==> src/rtl/memory_access_unit_pipelined.sv <==
// Pipelined LOAD/STORE unit: fixed-latency in-order pipeline over a scratch memory, with a register scoreboard.
// Optional build macro MAU_PERF_COUNTERS_EN adds completed load/store and stall-cycle counters.
module memory_access_unit_pipelined #(
  parameter  int LATENCY            = 4,
  parameter  int DATA_WIDTH         = 32,
  parameter  int INSTRUCTION_LENGTH = 32,
  parameter  int OPCODE_LENGTH      = 8,
  parameter  int NUM_REGISTERS      = 4,
  parameter  int MEM_DEPTH          = 16,
  localparam int REG_SEL_W          = $clog2(NUM_REGISTERS),
  localparam int MEM_ADDR_W         = $clog2(MEM_DEPTH)
) (
  input  logic                          clk_i,
  input  logic                          reset_i,
  input  logic [INSTRUCTION_LENGTH-1:0] instruction_i,
  input  logic                          instruction_valid_i,
  output logic                          ready_o,
  output logic [2*REG_SEL_W-1:0]        register_select_o,
  input  logic [2*DATA_WIDTH-1:0]       register_data_i,
  output logic [REG_SEL_W-1:0]          write_register_select_o,
  output logic [DATA_WIDTH-1:0]         register_data_o,
  output logic                          register_write_o,
  output logic                          instruction_done_o,
  output logic                          error_o
`ifdef MAU_PERF_COUNTERS_EN
  ,
  output logic [31:0]                   load_count_o,
  output logic [31:0]                   store_count_o,
  output logic [31:0]                   stall_count_o
`endif
);

  localparam logic [OPCODE_LENGTH-1:0] OPC_LOAD  = OPCODE_LENGTH'(1);
  localparam logic [OPCODE_LENGTH-1:0] OPC_STORE = OPCODE_LENGTH'(2);

  typedef enum logic [1:0] {OP_NONE = 2'd0, OP_LOAD, OP_STORE, OP_ILLEGAL} op_e;

  typedef struct packed {
    op_e                   op;
    logic [REG_SEL_W-1:0]  reg_sel;
    logic [MEM_ADDR_W-1:0] addr;
    logic [DATA_WIDTH-1:0] data;
  } stage_t;

  logic [OPCODE_LENGTH-1:0] opcode;
  logic [REG_SEL_W-1:0]     src_sel;
  logic [REG_SEL_W-1:0]     dst_sel;
  logic [NUM_REGISTERS-1:0] pending;
  logic [NUM_REGISTERS-1:0] wb_clear;
  logic [NUM_REGISTERS-1:0] busy;
  logic [NUM_REGISTERS-1:0] load_set;
  logic                     accept;
  stage_t                   incoming;
  stage_t                   tail;
  stage_t                   pipe [LATENCY];
  logic [DATA_WIDTH-1:0]    mem  [MEM_DEPTH];
  logic                     unused_bits;

  assign opcode            = instruction_i[OPCODE_LENGTH-1:0];
  assign src_sel           = instruction_i[8 +: REG_SEL_W];
  assign dst_sel           = instruction_i[16 +: REG_SEL_W];
  assign register_select_o = {dst_sel, src_sel};
  assign unused_bits       = ^{instruction_i, register_data_i};

  // A register being written back this cycle is already free: its reader may issue now.
  always_comb begin
    wb_clear = '0;
    if (register_write_o) wb_clear[write_register_select_o] = 1'b1;
  end

  assign busy    = pending & ~wb_clear;
  assign ready_o = !instruction_valid_i || !(busy[src_sel] || busy[dst_sel]);
  assign accept  = instruction_valid_i && ready_o;

  // NOTE: every always_comb output gets a default first so no path leaves it unassigned (no latch).
  always_comb begin
    incoming = '0;
    load_set = '0;
    if (accept) begin
      incoming.reg_sel = src_sel;
      incoming.addr    = register_data_i[DATA_WIDTH +: MEM_ADDR_W];
      incoming.data    = register_data_i[DATA_WIDTH-1:0];
      case (opcode)
        OPC_LOAD: begin
          incoming.op       = OP_LOAD;
          load_set[src_sel] = 1'b1;
        end
        OPC_STORE: incoming.op = OP_STORE;
        default:   incoming.op = OP_ILLEGAL;
      endcase
    end
  end

  assign tail = pipe[LATENCY-1];

  always_ff @(posedge clk_i) begin
    if (reset_i) begin
      for (int i = 0; i < LATENCY; i++) pipe[i] <= '0;
      // NOTE: the scratch memory is cleared by reset, so it must stay a flop array rather than a RAM macro.
      for (int a = 0; a < MEM_DEPTH; a++) mem[a] <= '0;
      pending                 <= '0;
      instruction_done_o      <= 1'b0;
      register_write_o        <= 1'b0;
      error_o                 <= 1'b0;
      write_register_select_o <= '0;
      register_data_o         <= '0;
    end else begin
      pipe[0] <= incoming;
      for (int i = 1; i < LATENCY; i++) pipe[i] <= pipe[i-1];
      instruction_done_o <= (tail.op != OP_NONE);
      register_write_o   <= (tail.op == OP_LOAD);
      error_o            <= (tail.op == OP_ILLEGAL);
      if (tail.op == OP_LOAD) begin
        write_register_select_o <= tail.reg_sel;
        register_data_o         <= mem[tail.addr];
      end
      if (tail.op == OP_STORE) mem[tail.addr] <= tail.data;
      // Set wins over a same-edge clear of the same register.
      pending <= busy | load_set;
    end
  end

`ifdef MAU_PERF_COUNTERS_EN
  always_ff @(posedge clk_i) begin
    if (reset_i) begin
      load_count_o  <= '0;
      store_count_o <= '0;
      stall_count_o <= '0;
    end else begin
      if (tail.op == OP_LOAD)                 load_count_o  <= load_count_o + 32'd1;
      if (tail.op == OP_STORE)                store_count_o <= store_count_o + 32'd1;
      if (instruction_valid_i && !ready_o)    stall_count_o <= stall_count_o + 32'd1;
    end
  end
`endif

endmodule

==> config.mk <==
export PLATFORM = sky130hd
export DESIGN_NAME = memory_access_unit_pipelined
export DESIGN_NICKNAME = d
export VERILOG_FILES = /design/src/rtl/memory_access_unit_pipelined.sv
export SDC_FILE = /design/constraint.sdc
export NUM_CORES = 1
export LEC_CHECK = 0
export ABC_AREA = 1
export CORE_MARGIN = 3
export CORE_UTILIZATION = 26
export DETAILED_ROUTE_END_ITERATION = 8
export PLACE_DENSITY = 0.52
export SETUP_SLACK_MARGIN = 0.05
export SYNTH_ARGS = -nofsm -noshare
export SYNTH_HDL_FRONTEND = slang
export SYNTH_SLANG_ARGS = --single-unit
==> constraint.sdc <==
create_clock -name clk_i -period 5.4 [get_ports clk_i]
set_clock_uncertainty 0.05 [all_clocks]
set_input_delay 0.81 -clock clk_i [delete_from_list [all_inputs] [get_ports clk_i]]
set_output_delay 0.81 -clock clk_i [all_outputs]
set_load 0.005 [all_outputs]
* Word-level counts from Yosys, hierarchy flattened *
Memories as Yosys holds them, arrays and structs flattened. A register that Yosys moved wholly into a read port is not among the register bits.
Cells that the tools add are included.

storage, ports and cells
  bits in registers = 9
  RAM bits = 672
  input port bits = 99
  output and inout port bits = 42
  word-level logic and storage cells = 59
  memories kept = 2

memories
  name  words  bits a word  rd ports  clocked after Yosys merged registers in  write ports  line  RTL
  mem   16     32           1         1                                        16           56    logic [DATA_WIDTH-1:0] mem [MEM_DEPTH];
  pipe  4      40           4         0                                        4            55    stage_t pipe [LATENCY];

cells by class
  order comparisons = 5
  equality and inequality tests = 5
  multiplexer cells = 26
  bitwise logic cells = 7
  reductions and logical operators = 9

operators with widths
  cell                  number
  $mux W40              5
  $mux W32              1
  $reduce_or A32 Y1     1
  $mux W4               4
  $mux W1               11
  $lt A2 B3 Y1 const B  3
  $eq A8 B1 Y1 const B  1
  $eq A8 B2 Y1 const B  1
  $and A4 B4 Y4         1
  $bmux W1 S2           2
  $demux W1 S2          2
  $eq A2 B2 Y1 const B  2
  $ge A2 B1 Y1 const B  2
  $not A4 Y4            1
  $or A1 B1 Y1          4
  $or A4 B4 Y4          1
  $pmux W2 S2           1
  $logic_and A1 B1 Y1   3
  $eq A2 B1 Y1 const B  1
  $logic_not A1 Y1      2
  $logic_or A1 B1 Y1    2
  $reduce_bool A2 Y1    1

* Longest topological paths before layout *
Gate-level depths: netlist of run 1.

  depth after elaboration = 15
  depth in mapped cells = 11
  depth with buffers taken out = 9

* Worst setup path before layout of run 1 *
No wires, ideal clock.

  path kind = input to register
  from = input reset_i
  to = memory mem[11][0] (enable)
  setup time = 0.389 ns
  arrival time = 2.427 ns
  data required time = 4.961 ns
  slack = 2.533 ns
  stages on the path = 5
  buffers on the path = 2
  path through = buf_2 > nor4_2 > nand2_1 > clkbuf_1 > nand2_1

RTL lines
  element      line  RTL
  from (decl)  14    input logic reset_i,
  to (decl)    56

==> results of run 1 <==
==> worst register-to-register path: stages, from the launching register on <==
cell,delay [ps]
sky130_fd_sc_hd__dfxtp_4,350
sky130_fd_sc_hd__buf_4,630
sky130_fd_sc_hd__nand2_1,160
sky130_fd_sc_hd__inv_2,510
sky130_fd_sc_hd__nand3_2,130
sky130_fd_sc_hd__buf_4,330
sky130_fd_sc_hd__nand2_2,520
sky130_fd_sc_hd__buf_4,460
==> synthesized netlist by cell type <==
cell	count
sky130_fd_sc_hd__a21oi_1	3
sky130_fd_sc_hd__o21ai_0	34
sky130_fd_sc_hd__buf_2	84
sky130_fd_sc_hd__nand4_1	6
sky130_fd_sc_hd__nor2_2	4
sky130_fd_sc_hd__nand3_1	85
sky130_fd_sc_hd__nand3_2	5
sky130_fd_sc_hd__edfxtp_1	512
sky130_fd_sc_hd__inv_2	4
sky130_fd_sc_hd__nor3_2	1
sky130_fd_sc_hd__clkbuf_1	101
sky130_fd_sc_hd__nand2_1	1257
sky130_fd_sc_hd__nor4_2	1
sky130_fd_sc_hd__nor2_1	750
sky130_fd_sc_hd__clkinv_1	2
sky130_fd_sc_hd__buf_4	8
sky130_fd_sc_hd__dfxtp_1	201
sky130_fd_sc_hd__inv_1	203
sky130_fd_sc_hd__nor2_4	1
sky130_fd_sc_hd__buf_1	14
sky130_fd_sc_hd__nor3_1	2
==> stage by stage <==
stage	cell area [sq um]	cells	utilization, %
3_5_place_dp	31800	4702	28.5
4_1_cts	34400	4849	30.8
2_1_floorplan	29400	3278	-
5_1_grt	34400	4849	30.8
6_report	34400	4850	30.9
3_3_place_gp	31800	4702	28.5
==> flip-flops by register name (all words and copies together) (netlist names) <==
register                 cells
error_o                      1
write_register_select_o      2
register_write_o             1
instruction_done_o           1
pipe                       160
pending                      4
mem                        512
register_data_o             32
==> power breakdown <==
part	switching [uW]	internal [uW]
Sequential	43.7	6010
Combinational	293	120
Clock	2190	3160
Total	2530	9290
==> cell families after synthesis <==
kind of cell | share of synthesized area, %
simple gates | 27.6
flops | 66.0
buf+inv | 5.77
compound gates | 0.630
==> layer usage <==
layer	up-vias	share of wire (%)	GRT usage, %
li1	10221	-	-
met1	9875	45	19.6
met2	638	45	22.8
met3	136	6.6	2.81
met4	0	2.7	4.29
met5	-	0	0
==> path summary, 6_finish.rpt <==
path / startpoint / end / slack [ps] / cells after the start
worst max register to register: pipe[0][153] / mem[7][18] / 1900 / 7
worst min register to register: pipe[0][86] / pipe[0][126] / 350 / 2
worst min-delay path: pipe[0][86] / pipe[0][126] / 350 / 2
worst max-delay path: pipe[0][153] / mem[7][18] / 1900 / 7
==> layout by cell type, fill, tap and decap left out, types with 5 or more instances in the layout <==
cell type	synthesis	routed
sky130_fd_sc_hd__o21ai_0	34	34
sky130_fd_sc_hd__edfxtp_1	512	512
sky130_fd_sc_hd__nand3_1	85	77
sky130_fd_sc_hd__clkbuf_16	0	86
sky130_fd_sc_hd__nand4_1	6	6
sky130_fd_sc_hd__clkdlybuf4s50_1	0	91
sky130_fd_sc_hd__dfxtp_1	201	199
sky130_fd_sc_hd__nor2_1	750	749
sky130_fd_sc_hd__clkinv_1	2	5
sky130_fd_sc_hd__clkbuf_8	0	11
sky130_fd_sc_hd__nand2_2	0	16
sky130_fd_sc_hd__nand2_1	1257	1241
sky130_fd_sc_hd__clkinv_2	0	13
sky130_fd_sc_hd__inv_1	203	203
sky130_fd_sc_hd__buf_4	8	50
sky130_fd_sc_hd__nand3_2	5	13
sky130_fd_sc_hd__clkbuf_1	101	23
==> area by class of cell <==
class                   instances  share of cell area, %
diodes                          1                0.00728
clock buffers                 121                   6.97
clock inverters                26                  0.568
inverters                     209                   2.30
multi-input cells            2149                   24.4
flip-flops and latches        713                   56.5
well taps                    1488                   5.42
repair buffers                143                   3.86
==> results by stage, run 1 <==
Clock network:
- The number of buffers on the longest clock path is 3.
- TritonCTS built the clock tree.
- The cell sitting at the root of the clock tree is a sky130_fd_sc_hd__clkbuf_16.
- In this run, post-CTS hold repair placed 0 buffers.
- Clock tree synthesis inserted a total of 80 buffers.
- The number of setup buffers added after CTS is 0.
- After clock tree synthesis, the repair step resized 0 gates.
- The clock-pin slew on the worst setup and hold paths is 60 ps.
- The clock latency at the later pin of the worst-skew pair is 630 ps.
- The clock tree synthesis step divided the H-tree into 3 levels.
- The number of sinks handled by clock tree synthesis is 713.

Drt:
- Dividing the detail-routed wire length by the instance count gives 17.5 um.
- After detailed routing, the number of vias per cell comes to 4.30.
- The first-iteration detailed-routing DRC count is 1,803.
- The first-pass iteration count of the detailed router is 5.
- The number of nets with antenna violations after detailed routing is 0.
- The routed layout has 20,870 vias.
- In the routed design, unresolved DRC markers number 0.
- Summed over all layers, the routed wires come to 84,600 um.

Worst setup path:
- The delay of the slowest cell on the worst path is 630 ps.
- The cell with the biggest individual delay on the critical path is sky130_fd_sc_hd__buf_4.
- The endpoint type of the worst setup path is a flip-flop.
- The most numerous cell on the critical path is sky130_fd_sc_hd__buf_4.
- The cell class contributing the biggest share of worst-path delay is buffers and inverters.
- The top fanout value on the critical path is 53.
- The required time of the worst setup path is 5630 ps.
- The worst setup path is of the flip-flop to flip-flop kind.
- The signal on the critical path passes through buf_4, nand2_1, inv_2, nand3_2, buf_4, nand2_2, buf_4.
- Data arrives at the worst endpoint at 3720 ps.
- The number of buffers and inverters on the critical path is 4.
- The kind of start point of the critical path is a flip-flop.

STA:
- The total negative slack is 0 ps.
- At the pin with the least slew margin, the transition time is 1150 ps.
- Across all hold checks on the routed design, the worst slack comes to 348 ps.
- Dividing the final minimum period by the clock period gives 64.8%.
- Setup slack on the critical path of the routed design comes to 1900 ps.
- Setup repair after global routing left no endpoint under its margin.
- Setup violations remaining at the end of the flow were counted as 0.
- In this run the tightest slew margin relative to its limit is 22.9%.
- The number of pins exceeding their max-slew limit in the final report is 0.
- The final-report hold violation count is 0.
- Based on the critical path, the design can be clocked at up to 286 MHz.
- The minimum period implied by the final worst setup slack is 3500 ps.

Finish:
- For this run, the post-layout net count is 3,395.
- The multi-input combinational cells in the finished layout cover a total of 0.00840 sq mm.
- The layout overhead on the synthesized area is 16.9%.
- The storage element area is 0.0194 sq mm.
- The layout has 11,745 filler cells.
- Of the cells placed in the final design, the portion with a size suffix greater than 1 is 6.43%.

Power:
- Power comes to 11,800 uW.
- The total power per unit cell area is 344 mW/mm^2.
- The worst-case vdd ir drop is 0.199 mV.
- For this design the static power due to leakage is 0.0133 uW.

Floorplanning:
- The die boundary height is 342 um.
- The count of boundary I/O pins is 141.
- The floorplan step defined a die boundary enclosing 0.117 sq mm.
- The core region is 0.111 sq mm.
- The initial core utilization is 26.4%.
- The horizontal die dimension is 342 um.
- The number of standard-cell rows in the floorplan is 122.

Synth:
- The gate count of the mapped netlist is 3,278.
- The post-synthesis instance area is 0.0294 sq mm.
- Yosys attributes the largest share of cell area to sky130_fd_sc_hd__edfxtp_1 52%, sky130_fd_sc_hd__nand2_1 16%, sky130_fd_sc_hd__dfxtp_1 14%.
- Of the synthesized area, sequential elements account for 66.0%.
- The synthesis-stage register bit count is 713.
- The area share of the leading cell type in the synthesized netlist is 52.3%.
- The netlist uses 21 different library cells.
- The warning count from the yosys run is 0.
- The number of nets handed over by synthesis was 3,377.
- The largest area contributor in the netlist is sky130_fd_sc_hd__edfxtp_1.
- The mean post-synth cell area is 8.97 sq um.

Place:
- The setup slack after placement is 1830 ps.
- The routability congestion estimate is 0.750.
- Once detailed placement completed, the half-perimeter wirelength came to 45,800 um.
- The total of buffers placed on input and output ports is 92.

Outcome:
- The flow ran to the end, and the final reports show no timing, DRC or antenna violations.

Flow run:
- Across the run, the number of max-cap violations was 0.

Global route:
- In the global route stage, overall resource usage came out at 14.3%.
- The number of global-route vias before repair was 19,850.
- The first global-routing pass estimated 127,000 um of wire.
- The initial antenna violation count is 0.
- Entering global routing, the biggest net connects 165 pins.
- The leftover overflow at the end of global routing is 0.

Worst hold path:
- The class of the most critical hold timing path is flip-flop to flip-flop.
Power figures use the tool's default switching activity.
==> run 2, diff against run 1 <==
--- a/config.mk
+++ b/config.mk
@@ -9,7 +9,7 @@
 export CORE_MARGIN = 3
 export CORE_UTILIZATION = 26
 export DETAILED_ROUTE_END_ITERATION = 8
-export PLACE_DENSITY = 0.52
+export PLACE_DENSITY = 0.53
 export SETUP_SLACK_MARGIN = 0.05
 export SYNTH_ARGS = -nofsm -noshare
 export SYNTH_HDL_FRONTEND = slang
==> constraint.sdc (replaced) <==
create_clock -name clk_i -period 2.9 [get_ports clk_i]
set_clock_uncertainty 0.05 [all_clocks]
set_input_delay 0.435 -clock clk_i [delete_from_list [all_inputs] [get_ports clk_i]]
set_output_delay 0.435 -clock clk_i [all_outputs]
set_load 0.005 [all_outputs]
==> run 2 against run 1 <==
Against the previous run:
- first-iteration DRC count decreased by 5.8%
- non-clock buffer count increased by 23
- global-route usage decreased by 0.079 points
- final area increased by 0.44%
- sequential power increased by 87%
- via count increased by 0.37%
- largest cell class unchanged
- hold slack got worse by 63 ps
- combinational power increased by 90%
- final cell count increased by 0.39%
- largest power group unchanged
- highest routed layer unchanged
==> results by stage, run 2 (same netlist as run 1, synthesis figures left out) <==
STA:
- Dividing the final minimum period by the clock period gives 90.4%.
- Setup repair after global routing left no endpoint under its margin.
- The top achievable clock speed is 381 MHz.
- The relative slew slack is 35.7% (+13 points).
- The final-report hold violation count is 0 (unchanged).
- The number of pins exceeding their max-slew limit in the final report came to 0 (unchanged).
- The total setup violations reported at the end of the flow came to 0 (unchanged).
- The minimum period implied by the final worst setup slack is 2620 ps.
- The transition time of the tightest slew-check pin is 964 ps (-189 ps).
- The total negative slack came to 0 ps (unchanged).

Worst setup path:
- The source of the worst register-to-register timing path is pipe[0][155].
- The top fanout value on the critical path is 6 (-89%).
- The kind of start point of the critical path is a flip-flop.
- The minimum setup slack among reg-to-reg paths is 620 ps (-1280 ps).
- The worst setup path is of the flip-flop to primary output kind.
- The startpoint of the most critical setup path is write_register_select_o[1].
- The required time of the worst setup path is 2410 ps (-3220 ps).
- The endpoint identified for the worst register-to-register timing path is mem[10][17].
- The number of cells traversed by the worst register-to-register path is 5 (-2).
- The data arrival time at the worst-slack endpoint was 2140 ps (-1580 ps).
- In this run the worst setup path terminates at ready_o.
- The worst setup path is captured at a primary output.

Place:
- The detailed placer's ending HPWL was 46,400 um (+1.5%).
- The total of buffers placed on input and output ports was 92 (unchanged).
- The placed cell count is 4,725 (+0.49%).
- The placed instance area is 0.0320 sq mm (+0.76%).
- The routability congestion estimate is 0.774 (+3.2%).

Finish:
- The number of flip-flops in the largest register is 512 (unchanged).
- Compared with the post-synthesis result, the final layout area differs by 17.5%.
- The final standard cell count with taps included and fillers excluded is 4,869 (+0.39%).
- The register with the most flip-flops in the final layout is mem.
- Leaving out fill and tap cells, the most frequent cells in the layout are 1,241 x sky130_fd_sc_hd__nand2_1, 749 x sky130_fd_sc_hd__nor2_1, 512 x sky130_fd_sc_hd__edfxtp_1.
- The final design area excluding fillers is 0.0345 sq mm (+0.44%).
- The largest registers in the layout are mem: 512 flops, pipe: 160 flops, register_data_o: 32 flops.
- The most common library cell in the layout ignoring fill and taps is sky130_fd_sc_hd__nand2_1.
- The filler cell count was 11,720 (-0.21%).
- The fraction of layout instances using a drive strength above 1 is 6.72% (+0.29 points).
- The final net count was 3,417 (+0.65%).

Drt:
- The wire length on met2 is 38,500 um (+0.22%).
- The number of DRC violations after detailed routing is 0 (unchanged).
- The number of vias after detailed routing is 20,948 (+0.37%).
- The first-pass iteration count of the detailed router is 5 (unchanged).
- The total wire length is 84,000 um (-0.80%).
- The met1 wire length is 38,200 um (-0.62%).
- The routed via count divided by cell count was 4.30 (about the same).
- The average wire per cell in the routed design is 17.2 um (-1.2%).
- The routed length on met3 is 5550 um (-0.27%).
- The top metal layer carrying routed signals is met4.
- The first-iteration detailed-routing DRC count is 1,699 (-5.8%).
- The number of nets with antenna violations after detailed routing was 0 (unchanged).

Clock network:
- The number of buffers on the longest clock path was 3 (unchanged).
- The clock-pin slew on the worst setup and hold paths is 60 ps (about the same).
- The number of setup buffers added after CTS is 0 (unchanged).
- The post-cts hold buffer count is 0 (unchanged).
- The total CTS buffers was 79 (-1.3%).
- The TritonCTS clock tree is yes.
- The clock latency at the later pin of the worst-skew pair is 620 ps (about the same).
- The number of levels in the clock H-tree is 3 (unchanged).
- The total of cells resized after clock tree synthesis is 0 (unchanged).
- The number of sinks handled by clock tree synthesis is 713 (unchanged).
- In this run the clock root is driven by a sky130_fd_sc_hd__clkbuf_16.

Power:
- The switching power total is 4660 uW (+84%).
- The net switching share of the total power is 21.4% (+0.026 points).
- The total power draw came to 21,800 uW (+84%).
- The combinational share of power is 3.6% (about the same).
- The worst-case vdd ir drop came to 0.382 mV (+92%).
- The total power per unit cell area came to 630 mW/mm^2 (+83%).
- The design internal power was 17,100 uW (+84%).
- The part of the total power dissipated in the clock network is 44.6% (-0.7 points).
- The static power due to leakage is 0.0134 uW (+0.71%).
- The power share of the sequential group was 51.8% (+0.6 points).

Global route:
- The leftover overflow at the end of global routing is 0 (unchanged).
- The initial antenna violation count is 1 (+1).
- The number of global-route vias before repair is 20,034 (+0.93%).
- The global-route wire length before repair came to 126,000 um (-0.34%).
- The maximum number of pins on one net before global-route repair is 129 (-22%).
- The overall global routing resource usage is 14.2% (-0.079 points).

Worst hold path:
- The worst hold path belongs to the class input pin to flip-flop.

Floorplanning:
- The initial core utilization is 26.4% (unchanged).
- The number of standard-cell rows in the floorplan is 122 (unchanged).
- The floorplan core area came to 0.111 sq mm (unchanged).
- The total die area is 0.117 sq mm (unchanged).
- The horizontal die dimension is 342 um (unchanged).
- The die boundary height came to 342 um (unchanged).
- The count of boundary I/O pins is 141 (unchanged).

Flow run:
- The reported max-cap violation count came to 0 (unchanged).

Outcome:
- The flow ran to the end, and the final reports show no timing, DRC or antenna violations.
==> run 2: changes by cell type in the layout (fill, tap and decap cells not counted), sizes merged <==
cell    delta
buf       +23
clkbuf     -2
clkinv     -1
inv        -1
==> run 2: final cells by class <==
type                       instances  area, sq um  share of cell area [%]
antenna                            1         2.50                 0.00725
clock buffer                     119         2300                    6.67
clock inverter                    24          189                   0.547
inverter                         209          792                    2.29
multi-input combinational       2149         8370                    24.3
sequential                       713        19400                    56.2
tap                             1488         1860                    5.39
timing repair buffer             166         1600                    4.63
==> run 2: power by group through the flow <==
stage	sequential [uW]	clock [uW]	combinational, uW
after floorplan	11500	0	429
after global placement	11500	0	796
after detailed placement	11500	0	798
after CTS	11300	9940	801
after global routing	11300	10300	882
final	11300	9710	788
==> run 2: routing by layer <==
metal  vias up  global-route usage, %
met4         0                   3.68
met5         -                      0
met2       667                   22.8
li1      10271                      -
met3       113                   2.33
met1      9897                   19.8
==> run 2: worst min path at each step <==
stage / startpoint / end / slack, ps / cells past startpoint
2_1_floorplan: pipe[0][60] / pipe[0][100] / 340 / 2
5_1_grt: register_data_i[1] / pipe[0][1] / 250 / 3
4_1_cts: register_data_i[30] / pipe[0][30] / 240 / 3
6_report: register_data_i[30] / pipe[0][30] / 280 / 3
3_3_place_gp: pipe[0][112] / pipe[0][152] / 340 / 2
3_5_place_dp: pipe[0][112] / pipe[0][152] / 340 / 2
==> run 2: through the flow <==
stage	worst slack [ps]	utilization [%]	hold WS (ps)
2_1_floorplan	408	-	338
3_3_place_gp	335	28.7	341
3_5_place_dp	408	28.7	337
4_1_cts	164	31.0	236
5_1_grt	73.9	31.0	252
6_report	278	31.0	285
==> run 2: worst max-delay path, stage by stage, from the launching register on <==
cell,delay [ps]
sky130_fd_sc_hd__dfxtp_1,400
sky130_fd_sc_hd__inv_1,100
sky130_fd_sc_hd__nand3_1,120
sky130_fd_sc_hd__nand2_1,70
sky130_fd_sc_hd__nand2_1,70
sky130_fd_sc_hd__nand3_2,150
sky130_fd_sc_hd__nand2_1,110
sky130_fd_sc_hd__nand2_1,50
sky130_fd_sc_hd__clkdlybuf4s50_1,440
